**src/rtl/aftab_serial_subtractor.sv**
```systemverilog
// Digit-serial a - b - bin: one digit-bit slice per clock, LSB first, done N = size/digit cycles after accept.
// start is taken only while ready=1; results hold until the next completion or reset.
module aftab_serial_subtractor #(
  parameter int size  = 32,
  parameter int digit = 8
) (
  input  logic            clk,
  input  logic            rst,
  input  logic            start,
  input  logic [size-1:0] a,
  input  logic [size-1:0] b,
  input  logic            bin,
  output logic            ready,
  output logic            done,
  output logic [size-1:0] diff,
  output logic            bout,
  output logic            ovf
);

  localparam int N  = size / digit;
  localparam int CW = (N > 1) ? $clog2(N) : 1;

  typedef enum logic {IDLE, BUSY} state_t;

  state_t            state;
  logic [size-1:0]   a_sr;
  logic [size-1:0]   b_sr;
  logic [size-1:0]   res_sr;
  logic [size-1:0]   res_next;
  logic              borrow;
  logic              sa;
  logic              sb;
  logic [CW-1:0]     cnt;
  logic [digit:0]    sub;
  logic [digit-1:0]  slice;
  logic              borrow_next;

  // The slice for count k lands in digit position k, so after the last
  // slice res_next is the complete difference.
  always_comb begin
    sub         = {1'b0, a_sr[digit-1:0]} - {1'b0, b_sr[digit-1:0]} - {{digit{1'b0}}, borrow};
    slice       = sub[digit-1:0];
    borrow_next = sub[digit];
    res_next    = res_sr;
    res_next[int'(cnt)*digit +: digit] = slice;
  end

  always_ff @(posedge clk) begin
    if (!rst) begin
      state  <= IDLE;
      ready  <= 1'b1;
      done   <= 1'b0;
      diff   <= '0;
      bout   <= 1'b0;
      ovf    <= 1'b0;
      a_sr   <= '0;
      b_sr   <= '0;
      res_sr <= '0;
      borrow <= 1'b0;
      sa     <= 1'b0;
      sb     <= 1'b0;
      cnt    <= '0;
    end else begin
      done <= 1'b0;
      case (state)
        IDLE: begin
          if (start) begin
            a_sr   <= a;
            b_sr   <= b;
            borrow <= bin;
            sa     <= a[size-1];
            sb     <= b[size-1];
            res_sr <= '0;
            cnt    <= '0;
            ready  <= 1'b0;
            state  <= BUSY;
          end
        end
        BUSY: begin
          a_sr   <= a_sr >> digit;
          b_sr   <= b_sr >> digit;
          res_sr <= res_next;
          borrow <= borrow_next;
          cnt    <= cnt + 1'b1;
          if (cnt == CW'(N - 1)) begin
            diff  <= res_next;
            bout  <= borrow_next;
            ovf   <= (sa != sb) && (res_next[size-1] != sa);
            done  <= 1'b1;
            ready <= 1'b1;
            state <= IDLE;
          end
        end
        default: state <= IDLE;
      endcase
    end
  end

endmodule

```
**config.mk**
```make
export PLATFORM = sky130hd
export DESIGN_NAME = aftab_serial_subtractor
export DESIGN_NICKNAME = d
export VERILOG_FILES = /design/src/rtl/aftab_serial_subtractor.sv
export SDC_FILE = /design/constraint.sdc
export NUM_CORES = 1
export LEC_CHECK = 0
export CORE_MARGIN = 2
export CORE_UTILIZATION = 58
export DETAILED_ROUTE_END_ITERATION = 6
export DONT_BUFFER_PORTS = 1
export PLACE_DENSITY = 0.74
export SETUP_SLACK_MARGIN = 0.15
export SLEW_MARGIN = 5
export SYNTH_ARGS = -nofsm -noshare
export SYNTH_HDL_FRONTEND = slang
export SYNTH_SLANG_ARGS = --single-unit
```
**constraint.sdc**
```tcl
create_clock -name clk -period 3.3 [get_ports clk]
set_input_delay 0.33 -clock clk [delete_from_list [all_inputs] [get_ports clk]]
set_output_delay 0.33 -clock clk [all_outputs]
set_load 0.02 [all_outputs]
```
---- After elaboration in Yosys (flattened, before gate mapping) ----
Cells that the tools add are included.
operators by class
  add/subtract/negate cells ............... 4
  multiply operators ...................... 0
  divide/modulo/power cells ............... 0
  $lt $le $gt $ge ......................... 0
  equal/unequal tests ..................... 5
  shift-type cells ........................ 2
  muxes and demuxes ....................... 18
  bitwise logic cells ..................... 1
  reduce and logical (&&, ||, !) cells .... 5
operator list
  kind                     number
  $pmux 32 s2              3
  $mux 32                  3
  $neg 5->33               1
  $shift 8x33->32 const A  1
  $shiftx 8x33->32         1
  $bwmux 32                1
  $sub 8x8->9              1
  $sub 9x1->9              1
  $reduce_and 2->1         4
  $mux 1                   6
  $pmux 1 s2               3
  $pmux 2 s2               1
  $add 2x1->2 const B      1
  $eq 2x2->1 const B       1
  $mux 2                   1
  $ne 1x1->1               2
  $ne 2x1->1 const B       1
  $ne 2x2->1 const B       1
  $logic_and 1x1->1        1
  $not 1->1                1
storage, ports and cells
  bits in registers ....................... 138
  latch bits .............................. 0
  bits in writable memories ............... 0
  memory bits (read-only) ................. 0
  input bits .............................. 68
  output and inout bits ................... 36
  logic and storage cells ................. 48
  memories kept ........................... 0

---- Depth between registers and ports, before layout ----
Gate-level depths: netlist (run 1).
  word-level depth ........................ 6
  gate-level depth with buffers ........... 10
  mapped depth without buffers ............ 10

---- Least setup slack after synthesis (run 1) ----
Ideal clock, no wire load.
  kind .................................... register to register
  start point ............................. register b_sr[0]
  end point ............................... register diff[14]
  library setup time ...................... 0.138 ns
  data arrival time ....................... 2.310 ns
  required time ........................... 3.162 ns
  setup slack ............................. 0.852 ns
  cell stages (with the launch flop) ...... 10
  path buffers ............................ 0
  clock period less this slack ............ 2.448 ns
  cells stage by stage .................... dfxtp_1 inv_1 fa_1 fa_1 nand2b_1 a21oi_1 o21ai_0 a21oi_1 xor2_1 o31ai_1
on the way
  word-level cells in the longest chain between the ends .. 4
RTL lines
  element                 line  RTL
  start, declared         27    logic [size-1:0] b_sr;
  start signal, assigned  81    b_sr <= b_sr >> digit;
  $sub 8x8->9             41    sub = {1'b0, a_sr[digit-1:0]} - {1'b0, b_sr[digit-1:0]} - {{digit{1'b0}}, borrow};
  $sub 9x1->9             41
  $shiftx 8x33->32        45    res_next[int'(cnt)*digit +: digit] = slice;
  $bwmux 32               45
  end signal, assigned    86    diff <= res_next;
  end, declared           15    output logic [size-1:0] diff,
No other way between the ends.
A chain may end at the register's enable or synchronous reset.

---- Worst setup path after layout (run 1) ----
  start point ............................. register b_sr[0]
  end point ............................... register diff[6]
The elaborated chain is that of the path after synthesis.

==> flow_summary.ini, run 1 <==
[run_status]
outcome = finished, final reports clean

[critical_path]
startpoint_type = flip-flop
path_max_fanout = 8
crit_type = reg -> reg
end_kind = flip-flop
reg2regPathDepth = 9
cp.required_ns = 3.70
cp.arrival_ns = 3.27

[logic_synthesis]
yosysSeqAreaShare = 0.432
synthCells = 731
synth_top_area_cell = dfxtp_1
synth_fp_nets = 821
avgSynthCellArea_um2 = 8.74
synth_edf_count = 0
synth_top_area_frac = 0.432
yosys_warnings = 0
synth_area_leaders = dfxtp_1, mux2i_1, o21ai_0, and2_1, nand2_1
syn-cell-area_um2 = 6390
yosys_register_bits = 138
synthArstFlopShare = 0
dominantRegCellSynth = dfxtp_1
ys_types = 42

[cts]
cts_hold_buffers = 19
postCtsSetupRepairBufs = 0
clock_latency_ns = 0.54
clk_pin_slew_ns = 0.06
htreeDepth = 4
ctsLongestPathBuffers = 2
cts_made_buffers = 17
cts.sinks = 138
cts_tree = done
root_buffer = clkbuf_8
ctsResizeCount = 0

[layout]
n_fill_cell = 869
drive_above_1_share = 0.0546
layout_common_cells = dfxtp_1, nand2_1, o21ai_0, mux2i_1, and2_1
final_nets = 812
area_delta_synth_final_pct = 12.3
fin_area_um2 = 7170
final_common_cell = dfxtp_1
n_antenna_cell = 0
final-instance-count-excl-fill = 873
fin_util = 0.665

[global_routing]
grt_max_degree = 103
grt_pass1_wl_um = 23900
antenna_found_initial = 0
track_usage = 0.261
grt_pass1_vias = 4862
overflow = 0

[routing]
m1WireLength_um = 6180
vias = 5020
drtAntennaViolNets = 0
wl_per_cell_um = 16.9
drtIter0Drc = 284
wl_met3_um = 963
drc = 0
wl_um = 14800
via_per_inst = 5.75
dr.pass1.iters = 5
highest_layer = met4
met2_length_um = 7420

[sta]
setup_tns_ns = 0
fin_crit_ns = 2.87
setup_ws_ns = 0.430
fin_hold_ws_ns = 0.0552
worstMarginPinSlew_ns = 0.882
max_slew_margin = 0.409
period_share = 0.870
rsz0062_at_grt = no
setup_violations = 0
drv_slew = 0
finalClockSkew_ns = 0.00996
finalHoldViolCount = 0
max_freq_ghz = 0.348

[placed_design]
io_buffers = 0
dp_hpwl_um = 9420
dpl.cell_count = 824
gp_congestion = 0.889
dpl_cell_area_um2 = 6380
pre_cts_ws_ns = 0.516

[floorplan]
start_util = 0.592
pin_count = 104
rows = 38
core_area_um2 = 10800
die_area_um2 = 11900
die_w_um = 109
dieHeight_um = 109

[run]
drv_cap = 0

[pwr]
power_mw = 4.17
p_leak_nw = 2.81
ir_worst_vdd_v = 0.000417
cellPowerDensity_nw_per_um2 = 581

[worst_hold_path]
holdPathStages = 2
hold_class = in -> reg
## report_power, final
part           leakage (nW)  switching, mW  total (mW)  internal, mW
Sequential             1.12         0.0491        1.78          1.73
Clock                 0.288          0.686        1.86          1.18
Combinational          1.40          0.314       0.532         0.218
## final cells by class
type                    instances  area, µm²  share of cell area
clock buffers                  21        449              0.0626
clock inverters                 9        121              0.0169
inverters                      49        184              0.0256
multi-input cells             493       3230               0.450
flip-flops and latches        138       2770               0.386
well taps                     140        175              0.0244
repair buffers                 23        248              0.0345
## routing by layer
| layer | vias up | global-route usage |
|---|---|---|
| li1 | 2485 | - |
| met1 | 2379 | 0.302 |
| met2 | 135 | 0.446 |
| met3 | 21 | 0.0831 |
| met4 | 0 | 0.107 |
| met5 | - | 0 |
## synth_stat cells (11+ instances only)
cell	instances
a21oi_1	25
a22o_1	24
and2_1	50
clkbuf_1	35
dfxtp_1	138
ha_1	20
inv_1	48
mux2i_1	66
nand2_1	75
nand3_1	11
nor2_1	27
nor2b_1	28
nor3_1	22
o21ai_0	74
o22ai_1	17
## registers in the layout (all words and copies together), names as in the netlist
| name | cells |
|---|---|
| ready | 1 |
| ovf | 1 |
| a_sr | 32 |
| sb | 1 |
| done | 1 |
| sa | 1 |
| res_sr | 32 |
| bout | 1 |
| b_sr | 32 |
| cnt | 2 |
| diff | 32 |
| borrow | 1 |
| state | 1 |
## path summary, 6_finish.rpt
check | start | to | slack [ns]
worst min-delay path | rst | res_sr[29]$_SDFFE_PN0P_ | 0.06
worst min register to register | res_sr[30]$_SDFFE_PN0P_ | res_sr[30]$_SDFFE_PN0P_ | 0.48
worst max-delay path | b_sr[0]$_SDFFE_PN0P_ | diff[6]$_SDFFE_PN0P_ | 0.43
worst max register to register | b_sr[0]$_SDFFE_PN0P_ | diff[6]$_SDFFE_PN0P_ | 0.43
## cell families after synthesis
kind of cell | count (synthesis) | synth area share
AOI/OAI and AO/OA | 169 | 0.163
xor gates and xnor gates | 8 | 0.0110
buffers and inverters | 100 | 0.0627
DFF | 138 | 0.432
and+or+nand+nor | 228 | 0.182
adders and majority gates | 22 | 0.0454
muxes | 66 | 0.103
## worst max-delay path: stages (launching register included)
cell and delay, ns:
dfxtp_1 0.35, inv_1 0.07, fa_1 0.45, fa_1 0.42, nand2b_1 0.16, a21oi_1 0.21
o21ai_0 0.15, a21oi_1 0.21, xor2_1 0.54, o31ai_1 0.17
No activity file was read; power rests on OpenSTA's default activity.
==> run 2: changes to the inputs <==
--- a/config.mk
+++ b/config.mk
@@ -5,7 +5,7 @@
 export SDC_FILE = /design/constraint.sdc
 export NUM_CORES = 1
 export LEC_CHECK = 0
-export CORE_MARGIN = 2
+export ABC_CLOCK_PERIOD_IN_PS = 3300
 export CORE_UTILIZATION = 58
 export DETAILED_ROUTE_END_ITERATION = 6
 export DONT_BUFFER_PORTS = 1
==> run 2 against run 1 <==
- critical path type unchanged
- clock skew down 0.0049 ns
- sequential power about the same
- global-route usage up 1.4 points
- highest routed layer unchanged
- non-clock buffer count up 2
- critical path depth unchanged
==> flow_summary.ini, run 2 (synthesis results as in run 1) <==
[critical_path]
startpoint_type = flip-flop
cp.arrival_ns = 3.21
cp_cell_sequence = inv_1, fa_1, fa_1, nand2b_1, a21oi_1, o21ai_0, a21oi_1, xor2_1, o31ai_1
slowest_stage = xor2_1
end_kind = flip-flop
critPathMaxStageDelay_ns = 0.52
cp.required_ns = 3.70
path_max_fanout = 8
crit_type = reg -> reg

[layout]
register_area_um2 = 2770
n_antenna_cell = 0
final_common_cell = dfxtp_1
area_delta_synth_final_pct = 11.8
layout_common_cells = dfxtp_1, nand2_1, o21ai_0, mux2i_1, and2_1
final_nets = 814
multi_input_area_um2 = 3230
n_fill_cell = 821
drive_above_1_share = 0.0570

[pwr]
ir_worst_vdd_v = 0.000518
p_int_mw = 2.97
seq_power_share = 0.439
switching_share = 0.260
clkPwrFrac = 0.427
pwr-share-comb = 0.135
p_leak_nw = 2.80
p_switching_mw = 1.05
power_mw = 4.02
cellPowerDensity_nw_per_um2 = 563

[placed_design]
io_buffers = 0
dp_hpwl_um = 9560
gp_congestion = 0.851

[run]
drv_cap = 0

[sta]
worstMarginPinSlew_ns = 0.958
finalHoldViolCount = 0
fin_crit_ns = 2.81
setup_violations = 0
rsz0062_at_grt = no
finalClockSkew_ns = 0.00506
setup_tns_ns = 0
drv_slew = 0
max_freq_ghz = 0.356
max_slew_margin = 0.362
period_share = 0.851

[cts]
clk_pin_slew_ns = 0.06
postCtsSetupRepairBufs = 0
root_buffer = clkbuf_8
clock_latency_ns = 0.54
ctsResizeCount = 0
cts_tree = done
ctsLongestPathBuffers = 2
cts_made_buffers = 17
htreeDepth = 4
cts.sinks = 138

[global_routing]
grt_pass1_wl_um = 24100
antenna_found_initial = 0
grt_max_degree = 112
track_usage = 0.275
overflow = 0
grt_pass1_vias = 4982

[floorplan]
die_area_um2 = 11400
core_area_um2 = 10500
start_util = 0.608
die_w_um = 107
pin_count = 104
rows = 37
dieHeight_um = 107

[routing]
via_per_inst = 5.75
drc = 0
dr.pass1.iters = 4
wl_per_cell_um = 17.1
vias = 5019
wl_um = 14900
drtAntennaViolNets = 0
drtIter0Drc = 227

[worst_hold_path]
hold_class = in -> reg

[run_status]
outcome = finished, final reports clean
-- run 2: cell count changes in the layout (fill, tap and decap cells not counted) --
cell	previous run	this run
buf_4	4	6
bufinv_16	3	1
clkbuf_1	2	4
clkinv_2	5	7
clkinvlp_4	0	1
inv_4	1	0
-- run 2: routing by layer --
| layer | vias up | routed length [µm] | GRT usage |
|---|---|---|---|
| li1 | 2493 | - | - |
| met1 | 2396 | 6370 | 0.308 |
| met2 | 108 | 7480 | 0.476 |
| met3 | 22 | 778 | 0.0802 |
| met4 | 0 | 297 | 0.135 |
| met5 | - | 0 | 0 |
-- run 2: repair_timing --
action,4_1_cts,5_1_grt
hold endpoints to repair,94,0
hold buffers,19,0
setup endpoints to repair,0,0
-- run 2: power by group through the flow --
stage	clock, mW	combinational, mW	sequential [mW]
detailed placement	0	0.495	1.80
global placement	0	0.475	1.80
CTS	1.73	0.538	1.76
global route	1.80	0.605	1.77
floorplan	0	0.422	1.79
finish	1.71	0.541	1.76
-- run 2: critical path, delay by kind of cell (launching register included) --
| family | cells | cell delay, ns |
|---|---|---|
| fa+ha+maj | 2 | 0.86 |
| simple gates | 1 | 0.16 |
| compound gates | 4 | 0.74 |
| buf+inv | 1 | 0.06 |
| flops | 1 | 0.33 |
| xor+xnor | 1 | 0.52 |
-- run 2: path summary, 6_finish.rpt --
path | to | from | cells after the start | slack [ns]
worst min register to register | res_sr[31]$_SDFFE_PN0P_ | res_sr[31]$_SDFFE_PN0P_ | 2 | 0.47
worst max-delay path | diff[6]$_SDFFE_PN0P_ | b_sr[0]$_SDFFE_PN0P_ | 9 | 0.49
worst min-delay path | res_sr[7]$_SDFFE_PN0P_ | start | 3 | 0.05
worst max register to register | diff[6]$_SDFFE_PN0P_ | b_sr[0]$_SDFFE_PN0P_ | 9 | 0.49
-- run 2: metrics by stage --
step	instances	util	instance area (µm²)	worst slack (ns)	hold WS [ns]
floorplan	731	-	6390	0.852	0.444
finish	873	0.680	7140	0.492	0.0518
detailed placement	822	0.609	6390	0.539	0.461
global placement	822	0.609	6390	0.626	0.456
CTS	873	0.680	7140	0.510	0.0112
global route	873	0.680	7140	0.196	0.0322
-- run 2: final cells by class --
type                    instances  share of cell area
flip-flops and latches        138               0.387
well taps                     136              0.0238
inverters                      49              0.0258
clock buffers                  23              0.0639
repair buffers                 25              0.0368
clock inverters                 9              0.0102
multi-input cells             493               0.452
